File: src/rtl/peak_top3_tracker.sv
// Tracks the three largest samples of each interpolated scan-line frame and publishes
// their sample indices (largest first) with a one-cycle valid pulse at end of frame.
module peak_top3_tracker #(
    parameter int POINT_NUM_X = 240,
    parameter int INSERT_NUM  = 16,
    parameter int SAMPLE_BIT  = 16
) (
    input  logic                  sys_clk,
    input  logic                  sys_rst_n,
    input  logic                  s_valid,
    output logic                  s_ready,
    input  logic                  s_sof,
    input  logic [SAMPLE_BIT-1:0] s_data,
    output logic [31:0]           MaxIndex1,
    output logic [31:0]           MaxIndex2,
    output logic [31:0]           MaxIndex3,
    output logic [SAMPLE_BIT-1:0] MaxValue1,
    output logic                  max_valid,
    output logic                  frame_err,
    output logic [1:0]            o_dbg_state
);

    localparam logic [31:0] FRAME_LEN = 32'(POINT_NUM_X * INSERT_NUM);

    typedef enum logic [1:0] {
        ST_IDLE = 2'd0,
        ST_ACC  = 2'd1,
        ST_DONE = 2'd2
    } state_t;

    // Handshake: a sample transfers on a rising edge where s_valid && s_ready;
    // s_ready is low only during reset and in the single DONE cycle.

    state_t                         r_state;
    logic [31:0]                    r_idx;
    logic [2:0][SAMPLE_BIT-1:0]     r_val;
    logic [2:0][31:0]               r_pos;
    logic [2:0]                     r_full;
    logic [31:0]                    r_max_idx1;
    logic [31:0]                    r_max_idx2;
    logic [31:0]                    r_max_idx3;
    logic [SAMPLE_BIT-1:0]          r_max_val1;
    logic                           r_max_valid;
    logic                           r_frame_err;

    state_t                         w_state_nx;
    logic [31:0]                    w_idx_nx;
    logic                           w_hs;
    logic                           w_start;
    logic [31:0]                    w_ins_idx;
    logic [2:0][SAMPLE_BIT-1:0]     w_bval;
    logic [2:0][31:0]               w_bpos;
    logic [2:0]                     w_bfull;
    logic [2:0]                     w_gt;
    logic [2:0][SAMPLE_BIT-1:0]     w_nval;
    logic [2:0][31:0]               w_npos;
    logic [2:0]                     w_nfull;
    logic                           w_load;
    logic                           w_clear;
    logic                           w_publish;
    logic                           w_err;

    assign s_ready = sys_rst_n && (r_state != ST_DONE);

    // Sorted insertion; a start-of-frame sample is inserted into an empty list.
    always_comb begin
        w_hs      = s_valid && s_ready;
        w_start   = w_hs && s_sof;
        w_ins_idx = w_start ? 32'd0 : r_idx;
        w_bval    = r_val;
        w_bpos    = r_pos;
        w_bfull   = w_start ? 3'b000 : r_full;
        for (int k = 0; k < 3; k++) begin
            w_gt[k] = !w_bfull[k] || (s_data > w_bval[k]);
        end
        w_nval  = w_bval;
        w_npos  = w_bpos;
        w_nfull = w_bfull;
        if (w_gt[0]) begin
            w_nval[2]  = w_bval[1];
            w_npos[2]  = w_bpos[1];
            w_nfull[2] = w_bfull[1];
            w_nval[1]  = w_bval[0];
            w_npos[1]  = w_bpos[0];
            w_nfull[1] = w_bfull[0];
            w_nval[0]  = s_data;
            w_npos[0]  = w_ins_idx;
            w_nfull[0] = 1'b1;
        end else if (w_gt[1]) begin
            w_nval[2]  = w_bval[1];
            w_npos[2]  = w_bpos[1];
            w_nfull[2] = w_bfull[1];
            w_nval[1]  = s_data;
            w_npos[1]  = w_ins_idx;
            w_nfull[1] = 1'b1;
        end else if (w_gt[2]) begin
            w_nval[2]  = s_data;
            w_npos[2]  = w_ins_idx;
            w_nfull[2] = 1'b1;
        end
    end

    always_comb begin
        w_state_nx = r_state;
        w_idx_nx   = r_idx;
        w_load     = 1'b0;
        w_clear    = 1'b0;
        w_publish  = 1'b0;
        w_err      = 1'b0;
        case (r_state)
            ST_IDLE: begin
                if (w_start) begin
                    w_state_nx = ST_ACC;
                    w_idx_nx   = 32'd1;
                    w_load     = 1'b1;
                end
            end
            ST_ACC: begin
                if (w_hs) begin
                    w_load = 1'b1;
                    if (s_sof) begin
                        w_err    = 1'b1;
                        w_idx_nx = 32'd1;
                    end else begin
                        w_idx_nx = r_idx + 32'd1;
                        // Publish with the last sample already inserted, so the result
                        // appears in the DONE cycle, one cycle after the final handshake.
                        if (r_idx == FRAME_LEN - 32'd1) begin
                            w_state_nx = ST_DONE;
                            w_publish  = 1'b1;
                            w_clear    = 1'b1;
                            w_load     = 1'b0;
                        end
                    end
                end
            end
            ST_DONE: begin
                w_state_nx = ST_IDLE;
                w_idx_nx   = 32'd0;
            end
            default: begin
                w_state_nx = ST_IDLE;
                w_idx_nx   = 32'd0;
                w_clear    = 1'b1;
            end
        endcase
    end

    always_ff @(posedge sys_clk) begin
        if (!sys_rst_n) begin
            r_state     <= ST_IDLE;
            r_idx       <= 32'd0;
            r_val       <= '0;
            r_pos       <= '0;
            r_full      <= 3'b000;
            r_max_idx1  <= 32'd0;
            r_max_idx2  <= 32'd0;
            r_max_idx3  <= 32'd0;
            r_max_val1  <= '0;
            r_max_valid <= 1'b0;
            r_frame_err <= 1'b0;
        end else begin
            r_state     <= w_state_nx;
            r_idx       <= w_idx_nx;
            r_max_valid <= w_publish;
            r_frame_err <= w_err;
            if (w_clear) begin
                r_full <= 3'b000;
            end else if (w_load) begin
                r_val  <= w_nval;
                r_pos  <= w_npos;
                r_full <= w_nfull;
            end
            if (w_publish) begin
                r_max_idx1 <= w_npos[0];
                r_max_idx2 <= w_npos[1];
                r_max_idx3 <= w_npos[2];
                r_max_val1 <= w_nval[0];
            end
        end
    end

    assign MaxIndex1   = r_max_idx1;
    assign MaxIndex2   = r_max_idx2;
    assign MaxIndex3   = r_max_idx3;
    assign MaxValue1   = r_max_val1;
    assign max_valid   = r_max_valid;
    assign frame_err   = r_frame_err;
    assign o_dbg_state = r_state;

endmodule

File: config.mk
export PLATFORM = sky130hd
export DESIGN_NAME = peak_top3_tracker
export DESIGN_NICKNAME = d
export VERILOG_FILES = /design/src/rtl/peak_top3_tracker.sv
export SDC_FILE = /design/constraint.sdc
export NUM_CORES = 1
export LEC_CHECK = 0
export CAP_MARGIN = 20
export CORE_UTILIZATION = 58
export CTS_CLUSTER_DIAMETER = 150
export CTS_CLUSTER_SIZE = 16
export DETAILED_ROUTE_END_ITERATION = 12
export GPL_TIMING_DRIVEN = 0
export HOLD_SLACK_MARGIN = 0.15
export PLACE_DENSITY = 0.83
export SLEW_MARGIN = 25
export SYNTH_ARGS = -nofsm -noshare
export SYNTH_HDL_FRONTEND = slang
export SYNTH_SLANG_ARGS = --single-unit
File: constraint.sdc
create_clock -name sys_clk -period 3.36 [get_ports sys_clk]
set_clock_uncertainty 0.1 [all_clocks]
set_input_delay 0.672 -clock sys_clk [delete_from_list [all_inputs] [get_ports sys_clk]]
set_output_delay 0.672 -clock sys_clk [all_outputs]
set_load 0.02 [all_outputs]
==> implementation parameters, run 1 <==
Parameter                              Value

Run status
  Result of the run    complete, no violations

Timing
  Total setup violations reported at the end of the flow    0
  Slew @ Worst Pin    roughly 0.92 ns
  Final Critical Period    between 3 and 4 ns
  Pins over their slew limit    0
  Worst hold slack after final layout    0.3651 ns
  Final WS setup    around 0.087 ns
  Final critical-path share of the clock period    0.9742
  Relative slew margins    0.3788
  Hold violation count in the final report    0
  Fmax    0.3055 GHz

Layout
  Commonest cells after routing, fill and taps aside    295 x sky130_fd_sc_hd__dfxtp_1, 224 x sky130_fd_sc_hd__nand3_1, 126 x sky130_fd_sc_hd__nand2_1, 123 x sky130_fd_sc_hd__clkdlybuf4s50_1, 105 x sky130_fd_sc_hd__a21oi_1
  Layout Cell Area excl Fill    ~17,000 sq um
  Number of standard cells in the layout, taps in and fillers out    between 2k and 2.5k
  Most common cell after layout, fill and taps aside    sky130_fd_sc_hd__dfxtp_1
  Syn-to-layout area delta    17.23%
  Share of post-route cells with drive strength above 1    0.08964
  Net count reported at finish    between 1.5k and 2k
  Final antenna diode count    0

CTS
  Worst-path clk slew    around 0.080 ns
  CTS buffer count    22
  Clock latency of the later-clocked register in the worst-skew pair    about 0.54 ns
  Total of hold buffers inserted after clock tree synthesis    0
  Maximum level of the CTS H-tree    1
  Clk buf depth    3
  Clock Sinks    ~300
  Root cell of the clock tree    sky130_fd_sc_hd__clkbuf_16
  Clock tree from TritonCTS    built

Floorplan
  Die Span Y    159.5 um
  Area of the core    approximately 24,000 sq um
  Die Footprint    25,430 sq um
  Number of rows created at floorplan    57
  Chip Width    between 150 and 200 um
  Num ports    between 100 and 150
  Effective utilization at floorplan    0.5913

Drt
  Wire length reported by the detailed router    44,020 um
  Wirelength per Cell    about 21 um
  Ratio of routed vias to standard cells    between 6 and 7
  DRC violation total after the first TritonRoute iteration    between 1k and 1.5k
  Number of iterations in the first detailed-routing pass    6
  Post-route DRC    0
  Post-detailed-route count of antenna-violating nets    0
  Total number of vias    13.27k

Global routing
  GRT Residual Overflow    0
  Global Route Usage Sum    0.3381
  Initial antenna violation count    0
  Maximum number of pins on one net before global-route repair    20
  Wire length of the first global-routing pass    between 60,000 and 70,000 um
  Via count of the first global-routing pass    around 13k

Worst setup path
  Chain of cells forming the critical path    dlygate4sd2_1, ha_1, nand2_1, o21ai_0, a2111o_1, o31ai_4, buf_4, buf_4, nand2_4, clkbuf_2, or4_1, o2111a_1
  Worst setup EP type    register
  Delay of the slowest cell on the worst path    about 0.51 ns
  Arrival time worst endpoint    3.61 ns
  Worst Setup Path Type    input pin to register
  Top cell family by delay on the critical path    compound AO/OA/AOI/OAI gates
  Launching element type of the critical path    input pin
  Number of buffer and inverter stages on the critical path    4
  Critical path data required time    3.69 ns
  Most common cell on crit path    sky130_fd_sc_hd__buf_4
  Cell with the largest stage delay on the worst path    sky130_fd_sc_hd__a2111o_1
  Peak fanout along the critical path    10

Logic synthesis
  Sequential fraction of the synthesis area    0.4106
  Post-synthesis cell type with the largest combined area    sky130_fd_sc_hd__dfxtp_1
  Largest cells by area after synthesis    sky130_fd_sc_hd__dfxtp_1 41%, sky130_fd_sc_hd__nand3_1 7.8%, sky130_fd_sc_hd__mux2i_1 7.3%
  Count of different cell masters after synthesis    slightly above 60
  Synthesized cell area    14,380 sq um
  Total of flip-flops plus latches after synthesis    between 200 and 300
  Number of cells produced by synthesis    ~1.6k
  Post-synthesis async set-or-reset flop share    0
  Number of enable flip-flop cells after synthesis    0
  Number of warning messages in the yosys log    0
  Predominant post-synthesis flop cell    sky130_fd_sc_hd__dfxtp_1
  Net count after synthesis    1,689
  Fraction of synthesized cell area taken by the top area cell type    0.4106
  Average instance area after synthesis    just under 9 sq um

Flow run
  Maxcap violations    0

Placed design
  Number of placed cells counting well taps    between 2k and 2.5k
  Instance area after placement    about 16,000 sq um
  Post-detailed-placement half-perimeter wirelength    31,840 um
  Port bufs    135
  Pre-CTS worst setup slack    -1.395 ns
  Last weighted congestion value of the routability-driven placer    between 0.9 and 1

Pwr
  Cell Pwr Density    roughly 390 nW/um^2
  Relative contribution of sequential cells to total power    0.544
  IR drop worst, VDD    between 0.3 and 0.4 mV
  Cell-internal power    approximately 0.0049 W
  Power share of the clock group    0.375
  Net switching share of the total power    0.2523
  Switching pwr    between 0.0015 and 0.002 W
  Final Power    about 0.0065 W
  Leakage    ~5.7 nW
  Logic pwr share    0.080

Min path
  Kind of path behind the tightest hold check    register to register
final timing paths:
kind,from,end,slack [ns],depth (start not counted)
max,s_data[6],r_val[42],0.09,12
max reg2reg,r_idx[0],r_pos[89],0.15,10
min,MaxIndex2[28],MaxIndex2[28],0.37,2
min reg2reg,MaxIndex2[28],MaxIndex2[28],0.37,2
metrics by stage:
| step | util | setup TNS [ns] |
|---|---|---|
| 2_1_floorplan | - | 0 |
| 3_3_place_gp | 0.6636 | -228.59 |
| 3_5_place_dp | 0.6636 | -244.31 |
| 4_1_cts | 0.6914 | 0 |
| 5_1_grt | 0.6932 | -0.6300 |
| 6_report | 0.6932 | 0 |
power by group through the flow:
| stage | Clock [W] | Combinational [W] | Sequential, W |
|---|---|---|---|
| 6_report | 0.00245 | 0.000524 | 0.00355 |
| 5_1_grt | 0.00258 | 0.000566 | 0.00355 |
| 4_1_cts | 0.00244 | 0.000507 | 0.00355 |
| 3_5_place_dp | 0 | 0.000500 | 0.00363 |
| 3_3_place_gp | 0 | 0.000488 | 0.00363 |
| 2_1_floorplan | 0 | 0.000317 | 0.00362 |
cell type report:
class | instances | area, sq um
buffer | 133 | 661.9
clock buffer | 22 | 550.5
timing repair buffer | 143 | 1393
fill | 1954 | 7461
inverter | 47 | 176.4
multi-input combinational | 1143 | 7739
sequential | 295 | 5906
clock inverter | 2 | 27.53
tap | 324 | 405.4
tightest hold or removal path: cells and delay by family, from the launching register on:
kind	cells	cell delay, ns
and+or+nand+nor	1	0.06
DFF	1	0.31
AOI/OAI and AO/OA	1	0.05
Yosys cell counts (all sizes together), types with 2 or more instances:
cell type	number
dfxtp	295
nand3	224
o21ai	137
nand2	129
mux2i	113
a21oi	107
clkbuf	91
nor2	61
a21boi	49
ha	49
inv	47
buf	44
o211ai	35
and2	33
o221ai	33
mux2	32
xor2	23
or4	20
o2111a	16
nand4	14
nor4	9
and3	6
nor2b	6
or3	6
and4	5
nor3	4
or2	4
xnor2	4
o31ai	3
a21o	2
a32oi	2
nor4b	2
o2111ai	2
o21a	2
logic make-up after synthesis:
family | synth area share
adder cells (fa/ha/maj) | 0.04263
AO/OA/AOI/OAI | 0.1747
XOR/XNOR | 0.01644
multiplexers | 0.1185
AND/OR/NAND/NOR | 0.1830
flip-flops | 0.4106
buffers and inverters | 0.05411
timing repair:
action                     in CTS  in global routing
setup endpoints to repair     256                236
hold endpoints to repair        0                  0
setup buffers                   6                  2
gates cloned                    0                  0
pin swaps                       2                  2
resized for setup              42                 36
layer usage:
layer,part of all wire,global-route usage
met1,0.42,0.4495
met2,0.46,0.5524
met3,0.083,0.05079
met4,0.032,0.1316
met5,0,0
state kept, by name, indices dropped and copies added, names as in the netlist:
| name | count |
|---|---|
| r_pos | 96 |
| r_val | 48 |
| MaxIndex1 | 32 |
| MaxIndex2 | 32 |
| MaxIndex3 | 32 |
| r_idx | 32 |
| MaxValue1 | 16 |
| r_full | 3 |
| o_dbg_state | 2 |
| frame_err | 1 |
| max_valid | 1 |
No activity file was read; power rests on OpenSTA's default activity.
==> inputs of run 2 (changes only) <==
CORE_ASPECT_RATIO = 0.75   (was unset)
PLACE_DENSITY = 0.78   (was 0.83)
==> implementation parameters, run 2 (synthesized netlist as in run 1, its figures left out) <==
Parameter                              Value

Layout
  Share of post-route cells with drive strength above 1    0.09361 (+0.003974)
  Final core utilization    0.7005 (+0.007294)
  Top flop regs    r_pos (96), r_val (48)
  Net count reported at finish    1,853 (-0.054%)
  Syn-to-layout area delta    17.66%
  Flip-flop count of the largest register, all copies and words added    96 (unchanged)
  Commonest cells after routing, fill and taps aside    295 x sky130_fd_sc_hd__dfxtp_1, 224 x sky130_fd_sc_hd__nand3_1, 126 x sky130_fd_sc_hd__nand2_1, 123 x sky130_fd_sc_hd__clkdlybuf4s50_1, 105 x sky130_fd_sc_hd__a21oi_1
  Most common cell after layout, fill and taps aside    sky130_fd_sc_hd__dfxtp_1
  Final antenna diode count    0 (unchanged)
  Reg with most FFs    r_pos

Drt
  Ratio of routed vias to standard cells    6.257 (-0.54%)
  Post-route DRC    0 (unchanged)
  Post-detailed-route count of antenna-violating nets    0 (unchanged)
  Wire length reported by the detailed router    44,230 um (+0.48%)
  Number of iterations in the first detailed-routing pass    7 (+1)
  Total number of vias    13.23k (-0.26%)
  Wirelength per Cell    20.91 um (+0.19%)
  DRC violation total after the first TritonRoute iteration    1,444 (+1.8%)

Timing
  Slew @ Worst Pin    1.048 ns (+0.1243 ns)
  Total setup violations reported at the end of the flow    0 (unchanged)
  Hold violation count in the final report    0 (unchanged)
  Final Critical Period    3.302 ns (+0.02894 ns)
  Final critical-path share of the clock period    0.9828 (+0.008613)
  Pins over their slew limit    0 (unchanged)
  Setup TNS    0 ns (unchanged)
  Relative slew margins    0.2952 (-0.08364)
  Final WS setup    0.05783 ns (-0.02894 ns)
  Unrepaired setup endpoints after global routing    yes
  Fmax    0.3028 GHz (-0.88%)
  Worst hold slack after final layout    0.3621 ns (-0.002984 ns)

Global routing
  Global Route Usage Sum    0.3385 (+0.0003815)
  Via count of the first global-routing pass    12.41k (-2.9%)
  Wire length of the first global-routing pass    68,420 um (-0.61%)
  GRT Residual Overflow    0 (unchanged)
  Initial antenna violation count    0 (unchanged)
  Maximum number of pins on one net before global-route repair    20 (unchanged)

Worst setup path
  Critical path data required time    3.66 ns (-0.03 ns)
  FF-to-FF setup slack    0.10 ns (-0.05 ns)
  Peak fanout along the critical path    10 (unchanged)
  Arrival time worst endpoint    3.60 ns (about the same)
  Worst setup EP type    register
  Launching element type of the critical path    input pin
  Chain of cells forming the critical path    clkdlybuf4s50_1, nand3_1, or2_2, buf_2, nor4bb_2, o221ai_1, o31ai_4, buf_4, buf_4, mux2i_1, o221ai_1
  Cell with the largest stage delay on the worst path    sky130_fd_sc_hd__clkdlybuf4s50_1
  Worst Setup Path Type    input pin to register
  Number of cell instances on the worst register-to-register path    10 (unchanged)
  Delay of the slowest cell on the worst path    0.57 ns (+0.06 ns)

Pwr
  IR drop worst, VDD    0.3495 mV (-2.5%)
  Cell Pwr Density    386.6 nW/um^2 (about the same)
  Leakage    5.701 nW (+0.43%)

CTS
  Root cell of the clock tree    sky130_fd_sc_hd__clkbuf_16
  Clk buf depth    3 (unchanged)
  Total of hold buffers inserted after clock tree synthesis    0 (unchanged)
  CTS buffer count    22 (unchanged)
  Maximum level of the CTS H-tree    1 (unchanged)
  Clock latency of the later-clocked register in the worst-skew pair    0.53 ns (about the same)
  Worst-path clk slew    0.08 ns (about the same)
  Clock tree from TritonCTS    built
  Clock Sinks    295 (unchanged)

Floorplan
  Num ports    137 (unchanged)
  Effective utilization at floorplan    0.5954 (+0.004013)
  Die Span Y    138.4 um (-13%)
  Die Footprint    25,440 sq um (about the same)
  Chip Width    183.8 um (+15%)
  Area of the core    24,160 sq um (-0.67%)
  Number of rows created at floorplan    49 (-14%)

Placed design
  Port bufs    135 (unchanged)
  Last weighted congestion value of the routability-driven placer    0.9545 (-0.24%)
  Post-detailed-placement half-perimeter wirelength    31,700 um (-0.42%)
  Pre-CTS worst setup slack    -1.337 ns (+0.05841 ns)

Run status
  Result of the run    complete, no violations

Min path
  Worst Hold Depth    3 (+1)
  Kind of path behind the tightest hold check    input pin to register

Flow run
  Maxcap violations    0 (unchanged)
run 2: worst paths after layout:
path	to	start
setup / recovery	MaxIndex3[23]	s_sof
hold / removal	r_val[5]	s_data[5]
setup reg to reg	r_pos[90]	r_idx[0]
hold reg to reg	MaxIndex2[15]	MaxIndex2[15]
run 2: what timing repair did:
item                       CTS  global route
cloned                       0             0
setup endpoints to repair  257           244
resized for setup           46            45
setup buffers                5             1
pin swaps                    3             3
run 2: metal layers:
layer  up-vias  global-route usage  routed length [um]  part of all wire
met5         -                   0                   0                 0
met4         0              0.1083                1341             0.030
met3       103             0.05769                4352             0.098
met2       716              0.4960               18670              0.42
met1      6262              0.5021               19870              0.45
li1       6153                   -                   -                 -
run 2: power breakdown:
part,leakage (nW),switching [W],total (W),internal [W]
clock network,0.289,0.00124,0.00246,0.00122
registers,2.38,0.0000227,0.00355,0.00353
logic,3.03,0.000361,0.000536,0.000175
total,5.70,0.00162,0.00654,0.00492
run 2: through the flow:
step	instance area, sq um	cells	power, W
finish	16920	2115	0.006541
global route	16920	2115	0.006701
floorplan	14380	1620	0.003942
global placement	16150	2086	0.004120
CTS	16840	2114	0.006512
detailed placement	16150	2086	0.004132
run 2: final cells by class:
type / instances / area, sq um
inverters: 47 / 176.4
well taps: 331 / 414.1
repair buffers: 141 / 1378
flip-flops and latches: 295 / 5906
plain buffers: 134 / 678.2
fillers: 2002 / 7234
clock buffers: 23 / 575.6
multi-input cells: 1143 / 7782
clock inverters: 1 / 11.26
run 2: worst max-delay path: cells and delay by family:
family / cells / cell delay (ns)
AOI/OAI and AO/OA: 3 / 0.52
buffers and inverters: 4 / 1.35
muxes: 1 / 0.29
and+or+nand+nor: 3 / 0.74
==> inputs of run 3 (changes only) <==
CORE_MARGIN = 1   (was unset)
==> results of run 3 <==
No change in the layout: final DEF, timing and power equal those of run 2.
